`src/rtl/instruction_decoder.sv`:
```
// rtl/instruction_decoder.sv - instruction register, decoder, zero flag and reset synchronizer (optional INSTR_DECODER_PERF_EN counters)
module instruction_decoder #(
    parameter int          RST_HOLD = 4,
    parameter logic [7:0]  NOP_WORD = 8'h80
) (
    input  logic        clk,
    input  logic        reset_n,
    input  logic [7:0]  pm_data,
    input  logic        alu_zero,
    output logic        sync_reset,
    output logic [7:0]  ir,
    output logic        ir_valid,
    output logic        jmp,
    output logic        jmp_nz,
    output logic [3:0]  jmp_addr,
    output logic        dont_jmp,
    output logic        load,
    output logic        move,
    output logic        alu_op,
    output logic [2:0]  dst,
    output logic [2:0]  src,
    output logic [3:0]  imm
`ifdef INSTR_DECODER_PERF_EN
    ,
    output logic [15:0] instr_count,
    output logic [15:0] jump_taken_count
`endif
);

    localparam logic [3:0] HOLD_LAST = 4'(RST_HOLD - 1);

    logic       sync1;
    logic       sync2;
    logic [3:0] hold_cnt;

    // Two-flop synchronizer on the reset release, then hold sync_reset for RST_HOLD more edges
    always_ff @(posedge clk or negedge reset_n) begin
        if (!reset_n) begin
            sync1      <= 1'b0;
            sync2      <= 1'b0;
            hold_cnt   <= 4'd0;
            sync_reset <= 1'b1;
        end else begin
            sync1 <= 1'b1;
            sync2 <= sync1;
            if (sync2 && sync_reset) begin
                if (hold_cnt == HOLD_LAST) begin
                    sync_reset <= 1'b0;
                end else begin
                    hold_cnt <= hold_cnt + 4'd1;
                end
            end
        end
    end

    // Instruction register tracks pc: loads the program memory word every edge, NOP filler in reset
    always_ff @(posedge clk or negedge reset_n) begin
        if (!reset_n) begin
            ir       <= NOP_WORD;
            ir_valid <= 1'b0;
        end else if (sync_reset) begin
            ir       <= NOP_WORD;
            ir_valid <= 1'b0;
        end else begin
            ir       <= pm_data;
            ir_valid <= 1'b1;
        end
    end

    // Decode of the opcode prefix; every strobe and field is zero while ir holds reset filler
    always_comb begin
        load     = 1'b0;
        move     = 1'b0;
        alu_op   = 1'b0;
        jmp      = 1'b0;
        jmp_nz   = 1'b0;
        dst      = 3'd0;
        src      = 3'd0;
        imm      = 4'd0;
        jmp_addr = ir[3:0];
        if (ir_valid) begin
            if (!ir[7]) begin
                load = 1'b1;
                dst  = ir[6:4];
                imm  = ir[3:0];
            end else if (!ir[6]) begin
                move = 1'b1;
                dst  = ir[5:3];
                src  = ir[2:0];
            end else if (!ir[5]) begin
                alu_op = 1'b1;
                src    = ir[4:2];
            end else if (!ir[4]) begin
                jmp = 1'b1;
            end else begin
                jmp_nz = 1'b1;
            end
        end
    end

    // Zero flag captures the ALU result only on ALU instructions
    always_ff @(posedge clk or negedge reset_n) begin
        if (!reset_n) begin
            dont_jmp <= 1'b0;
        end else if (sync_reset) begin
            dont_jmp <= 1'b0;
        end else if (alu_op) begin
            dont_jmp <= alu_zero;
        end
    end

`ifdef INSTR_DECODER_PERF_EN
    // Retired-instruction and taken-jump counters, free-running with wrap
    always_ff @(posedge clk or negedge reset_n) begin
        if (!reset_n) begin
            instr_count      <= 16'd0;
            jump_taken_count <= 16'd0;
        end else if (sync_reset) begin
            instr_count      <= 16'd0;
            jump_taken_count <= 16'd0;
        end else begin
            if (ir_valid) begin
                instr_count <= instr_count + 16'd1;
            end
            if (jmp || (jmp_nz && !dont_jmp)) begin
                jump_taken_count <= jump_taken_count + 16'd1;
            end
        end
    end
`endif

endmodule

```
`config.mk`:
```
export PLATFORM = sky130hd
export DESIGN_NAME = instruction_decoder
export DESIGN_NICKNAME = d
export VERILOG_FILES = /design/src/rtl/instruction_decoder.sv
export SDC_FILE = /design/constraint.sdc
export NUM_CORES = 1
export LEC_CHECK = 0
export CORE_MARGIN = 4
export CORE_UTILIZATION = 40
export DETAILED_ROUTE_END_ITERATION = 10
export PLACE_DENSITY = 0.81
export SLEW_MARGIN = 20
export SYNTH_ARGS = -nofsm -noshare
export SYNTH_HDL_FRONTEND = slang
export SYNTH_SLANG_ARGS = --single-unit
```
`constraint.sdc`:
```
create_clock -name clk -period 2.85 [get_ports clk]
set_input_delay 0.7125 -clock clk [delete_from_list [all_inputs] [get_ports clk]]
set_output_delay 0.7125 -clock clk [all_outputs]
set_load 0.02 [all_outputs]
```
==> flow_summary.toml, run 1 <==
[run_status]
outcome = "finished clean"

[synth]
yosys-top-cells-area = "dfrtp_1 (49%), dfstp_2 (6.9%), nor2b_1 (6.5%), a22o_1 (5.7%), buf_4 (3.9%)"
synth_mux_area_frac = 0.02782
yosys_warnings = 0
synth_compound_area_frac = 0.08020
synthXorXnorAreaFrac = 0.02291
postSynthAreaPerCell_um2 = 11.08
yosys.area.top_type_share = 0.4910
synth_area_um2 = 764.5
ys_seq_area_frac = 0.5597
ys.flop_type = "dfrtp_1"
syn-num-nets = 81
synthArstFlopShare = 1.000
synth-seq-cells = 17
synth-edff-count = 0
synth_cells = 69
synth_cell_types = 26
synthSimpleGateAreaFrac = 0.2275
synthAdderAreaFrac = 0.01637
yosys.area.top_type = "dfrtp_1"
yosys-top-cells-count = "dfrtp_1 (15), nor2b_1 (8), a22o_1 (5)"
synth_most_common_cell = "dfrtp_1"
synth_top_family_by_area = "simple AND/OR/NAND/NOR gates"

[setup_path]
critPathRequiredTime_ps = 2140
setup.worst_path.end_class = "output pin"
cp-start-kind = "register"
arrival_ps = 1930
crit_type = "register to output pin"
cp_max_fo = 6

[sta]
rsz0062_at_grt = "no"
maxSlewViolCount = 0
finalHoldViolations = 0
final.min_clock_period_ps = 2641
setup_viol = 0
final.period_utilization = 0.9266
clock.fmax_mhz = 378.7
finalSetupTns_ps = 0
tightest_slew_ps = 697.7
slew_headroom = 0.5334
clock_skew_ps = 1.985
worst_slack_ps = 209.2
whs_ps = 363.2

[power_and_ir_drop]
powerDensity_mw_per_mm2 = 418.1
p_seq_frac = 0.525
combPwrFrac = 0.230
netSwitchingFraction = 0.2659
power.switching_mw = 0.1320
internal_power_mw = 0.3644
vdd_ir_drop_max_v = 0.0003842
power_frac_clock = 0.245
p_leak_nw = 0.5162

[floorplan]
core_mm2 = 0.001764
num_rows = 15
dieArea_mm2 = 0.002674
fp.dieH_um = 51.72
die_w_um = 51.72
start_util = 0.4333
pin_count = 41

[flow_run]
drv_cap = 0

[cts]
cts_root_buf = "clkbuf_4"
cts_sinks = 17
numCtsBuffers = 3
clk_pin_slew_worst_paths_ps = 90
clkLatencyLatePin_ps = 280
clockBufferDepth = 2
cts_tree = "yes"
cts_hold_buf = 0
htreeDepth = 1

[worst_hold_path]
hold_class = "register to register"

[detailed_routing]
drt-initial-drc-count = 2
routed_wl_um = 1590
drt-pass1-iter-count = 2
ant_nets = 0
post_drt_wl_per_cell_um = 12.05
remaining_drc_errors = 0
dr_total_vias = 604
vias_per_cell = 4.576

[placed_design]
place_congestion = 0.7035
dp_cells = 128
dpl.hpwl_um = 1335
pre_cts_ws_ps = 387.6
io_buffers = 40

[grt]
antenna_found_initial = 0
overflow = 0
track_usage = 0.1351
grt_first_pass_wirelength_um = 2684
grt_max_degree = 18
grt_pass1_vias = 605

[finish]
final_util = 0.6731
antennaDiodeCount = 0
fin_cells = 132
fin_nets = 120
synthToLayoutAreaGrowth_pct = 55.32
drive_above_1_share = 0.09346
[routing by layer]
metal | track usage | wire length (um) | up-vias | part of all wire
met5 | 0 | 0 | - | 0
met4 | 0.07860 | 31 | 0 | 0.019
met3 | 0.04871 | 262 | 4 | 0.16
met2 | 0.2225 | 701 | 35 | 0.44
met1 | 0.1489 | 594 | 265 | 0.37
li1 | - | - | 300 | -
[cell type report]
class / count / area [um^2]
Multi-Input combinational cell: 44 / 292.8
Timing Repair Buffer: 40 / 400.4
Fill cell: 155 / 576.8
Clock buffer: 3 / 22.52
Sequential cell: 17 / 427.9
Tap cell: 25 / 31.28
Inverter: 2 / 7.507
Clock inverter: 1 / 5.005
[kinds of logic after synthesis]
logic type / count (synthesis)
xor gates and xnor gates: 2
and+or+nand+nor: 30
adders and majority gates: 1
other: 1
muxes: 2
DFF: 17
buffers and inverters: 8
AOI/OAI and AO/OA: 8
[per-stage QoR]
step	area, um^2	total power, mW
after floorplan	764.5	0.3176
after global placement	1157	0.3785
after detailed placement	1157	0.3804
after CTS	1185	0.5027
after global routing	1187	0.5202
final	1187	0.4964
[power by group through the flow]
stage | Sequential (mW) | Clock, mW | Combinational, mW
2_1_floorplan | 0.275 | 0 | 0.0428
3_3_place_gp | 0.265 | 0 | 0.114
3_5_place_dp | 0.265 | 0 | 0.115
4_1_cts | 0.261 | 0.127 | 0.115
5_1_grt | 0.262 | 0.135 | 0.123
6_report | 0.261 | 0.122 | 0.114
[final timing paths]
| check | end | cells past startpoint | start | slack, ps |
|---|---|---|---|---|
| max in group asynchronous | ir[5] | 1 | reset_n | 1570 |
| min | sync2 | 0 | sync1 | 360 |
| max | src[0] | 4 | ir[7] | 210 |
| max reg2reg | hold_cnt[1] | 4 | hold_cnt[0] | 1380 |
| min reg2reg | sync2 | 0 | sync1 | 360 |
| min in group asynchronous | hold_cnt[1] | 1 | reset_n | 840 |
[cells in the final DEF (no fill, tap or decap), drive strengths merged]
cell and n:
clkdlybuf4s50 40, dfrtp 15, nor2b 8, a22o 5
and2 4, nand2 4, nor2 4, clkbuf 3
nand2b 2, inv 2, nor3 2, nand3 2
xor2 2, dfstp 2, and4b 1, nand3b 1
a21boi 1, or2 1, nor3b 1, a21oi 1
mux2i 1, o21ai 1, mux2 1, ha 1
clkinv 1, conb 1
[registers in the layout, summed over array words and instances, names as in the netlist]
name / flops
sync2: 1
dont_jmp: 1
sync1: 1
sync_reset: 1
hold_cnt: 4
ir: 8
ir_valid: 1
[repair_timing]
action | 4_1_cts | 5_1_grt
setup endpoints to repair | 0 | 3
hold endpoints to repair | 0 | 0
buffers inserted | 0 | 0
gates resized for setup | 0 | 1
[critical path, stage by stage (launching register included)]
cell	delay [ps]
dfstp_2	570
nand2_1	100
nor2_2	210
a22o_1	170
clkdlybuf4s50_1	590
Note: power is estimated with default switching activity, not from simulation.
==> inputs of run 2 (changes only) <==
--- a/config.mk
+++ b/config.mk
@@ -6,9 +6,9 @@
 export NUM_CORES = 1
 export LEC_CHECK = 0
 export CORE_MARGIN = 4
-export CORE_UTILIZATION = 40
+export CORE_UTILIZATION = 37
 export DETAILED_ROUTE_END_ITERATION = 10
-export PLACE_DENSITY = 0.81
+export PLACE_DENSITY = 0.76
 export SLEW_MARGIN = 20
 export SYNTH_ARGS = -nofsm -noshare
 export SYNTH_HDL_FRONTEND = slang
==> constraint.sdc (replaced) <==
create_clock -name clk -period 2.45 [get_ports clk]
set_input_delay 0.6125 -clock clk [delete_from_list [all_inputs] [get_ports clk]]
set_output_delay 0.6125 -clock clk [all_outputs]
set_load 0.02 [all_outputs]
==> flow_summary.toml, run 2 (synthesis gave the netlist of run 1 again) <==
[detailed_routing]
met1Wirelength_um = 646
dr_total_vias = 625
routed_wl_um = 1641
drt-initial-drc-count = 7
remaining_drc_errors = 0
wl_met2_um = 758
drt-pass1-iter-count = 4
ant_nets = 0
post_drt_wl_per_cell_um = 12.25
topRoutingLayerUsed = "met4"
vias_per_cell = 4.664
met3_length_um = 225

[setup_path]
crit_start = "ir_valid"
crit_family = "buffers and inverters"
cp_slowest_cell = "clkdlybuf4s50_1"
cp_num_cells = 3
reg2reg_from = "hold_cnt[0]"
max_stage_delay_ps = 600
critPathRequiredTime_ps = 1840
setup.worst_path.end_class = "output pin"
r2r_setup_slack_ps = 1020
crit_chain = "nor2b_4 -> and2_1 -> clkdlybuf4s50_1"
arrival_ps = 1670
r2r-end = "hold_cnt[1]"
cp_max_fo = 7
crit_type = "register to output pin"
cp-endpoint = "imm[0]"
worst-path-buf-inv = 1
cp-start-kind = "register"
reg2regPathDepth = 4

[sta]
whs_ps = 355.7
final.min_clock_period_ps = 2282
clock.fmax_mhz = 438.2
clock_skew_ps = 4.537
finalSetupTns_ps = 0
finalHoldViolations = 0
tightest_slew_ps = 703.9
slew_headroom = 0.5293
setup_viol = 0
maxSlewViolCount = 0
rsz0062_at_grt = "no"
final.period_utilization = 0.9314
worst_slack_ps = 168.2

[finish]
fin_nets = 120
top_regs = "ir: 8 flops, hold_cnt: 4 flops"
antennaDiodeCount = 0
synthToLayoutAreaGrowth_pct = 58.27
largest_register = "ir"
drive_above_1_share = 0.1121
finish.instance_area_mm2 = 0.001210
final_common_cell = "clkdlybuf4s50_1"
fin_cells = 134
largest_register_ffs = 8
final_util = 0.6167
layout_common_cells = "clkdlybuf4s50_1 (30), dfrtp_1 (15), nor2b_1 (7)"

[cts]
cts_sinks = 17
post_cts_buffers = 0
numCtsBuffers = 3
cts_root_buf = "clkbuf_4"
clk_pin_slew_worst_paths_ps = 90
clockBufferDepth = 2
htreeDepth = 1
clkLatencyLatePin_ps = 280
cts_tree = "yes"

[floorplan]
pin_count = 41
fp.dieH_um = 53.46
num_rows = 16
dieArea_mm2 = 0.002857
core_mm2 = 0.001962
die_w_um = 53.46
start_util = 0.3897

[grt]
grt_first_pass_wirelength_um = 2559
grt_pass1_vias = 598
grt_max_degree = 18
antenna_found_initial = 0
track_usage = 0.1237
overflow = 0

[power_and_ir_drop]
p_seq_frac = 0.530
internal_power_mw = 0.4203
powerDensity_mw_per_mm2 = 474.0
combPwrFrac = 0.224
power_mw = 0.5735
power.switching_mw = 0.1532
p_leak_nw = 0.6199
vdd_ir_drop_max_v = 0.0004260
power_frac_clock = 0.245
netSwitchingFraction = 0.2672

[run_status]
outcome = "finished clean"

[placed_design]
post_dp_cell_area_mm2 = 0.001160
io_buffers = 40
place_congestion = 0.6554
dpl.hpwl_um = 1344
dp_cells = 130
pre_cts_ws_ps = 101.9

[worst_hold_path]
hold_class = "register to register"

[flow_run]
drv_cap = 0
## run 2: worst min-delay path by stage
stage / start / cells past startpoint / slack, ps / end
final: sync1 / 0 / 360 / sync2
after global placement: sync1 / 0 / 330 / sync2
after floorplan: reset_n / 0 / 320 / dont_jmp
after detailed placement: sync1 / 0 / 340 / sync2
after global routing: sync1 / 0 / 370 / sync2
after CTS: sync1 / 0 / 360 / sync2
## run 2: cell type report
| cell class | count | area, um^2 |
|---|---|---|
| Multi-Input combinational cell | 44 | 306.5 |
| Fill cell | 184 | 752.0 |
| Clock buffer | 3 | 22.52 |
| Clock inverter | 1 | 5.005 |
| Inverter | 2 | 7.507 |
| Sequential cell | 17 | 427.9 |
| Timing Repair Buffer | 40 | 406.6 |
| Tap cell | 27 | 33.78 |
## run 2: power groups by stage
stage	Sequential (mW)	Clock, mW	Combinational, mW
6_report	0.304	0.141	0.129
5_1_grt	0.307	0.166	0.137
4_1_cts	0.304	0.149	0.131
3_5_place_dp	0.309	0	0.134
3_3_place_gp	0.308	0	0.132
2_1_floorplan	0.320	0	0.0497
## run 2: what timing repair did
item                       in CTS  in global routing
resized for setup               9                  6
hold buffers                    0                  0
setup endpoints to repair      11                  8
## run 2: per-layer routing
metal,GRT usage,vias up
met5,0,-
met2,0.2286,35
li1,-,298
met3,0.04507,2
met1,0.1215,290
met4,0.05106,0
==> inputs of run 3 (changes only) <==
--- a/config.mk
+++ b/config.mk
@@ -9,7 +9,6 @@
 export CORE_UTILIZATION = 37
 export DETAILED_ROUTE_END_ITERATION = 10
 export PLACE_DENSITY = 0.76
-export SLEW_MARGIN = 20
 export SYNTH_ARGS = -nofsm -noshare
 export SYNTH_HDL_FRONTEND = slang
 export SYNTH_SLANG_ARGS = --single-unit
==> results of run 3 <==
No change in the layout: final DEF, timing and power equal those of run 2.
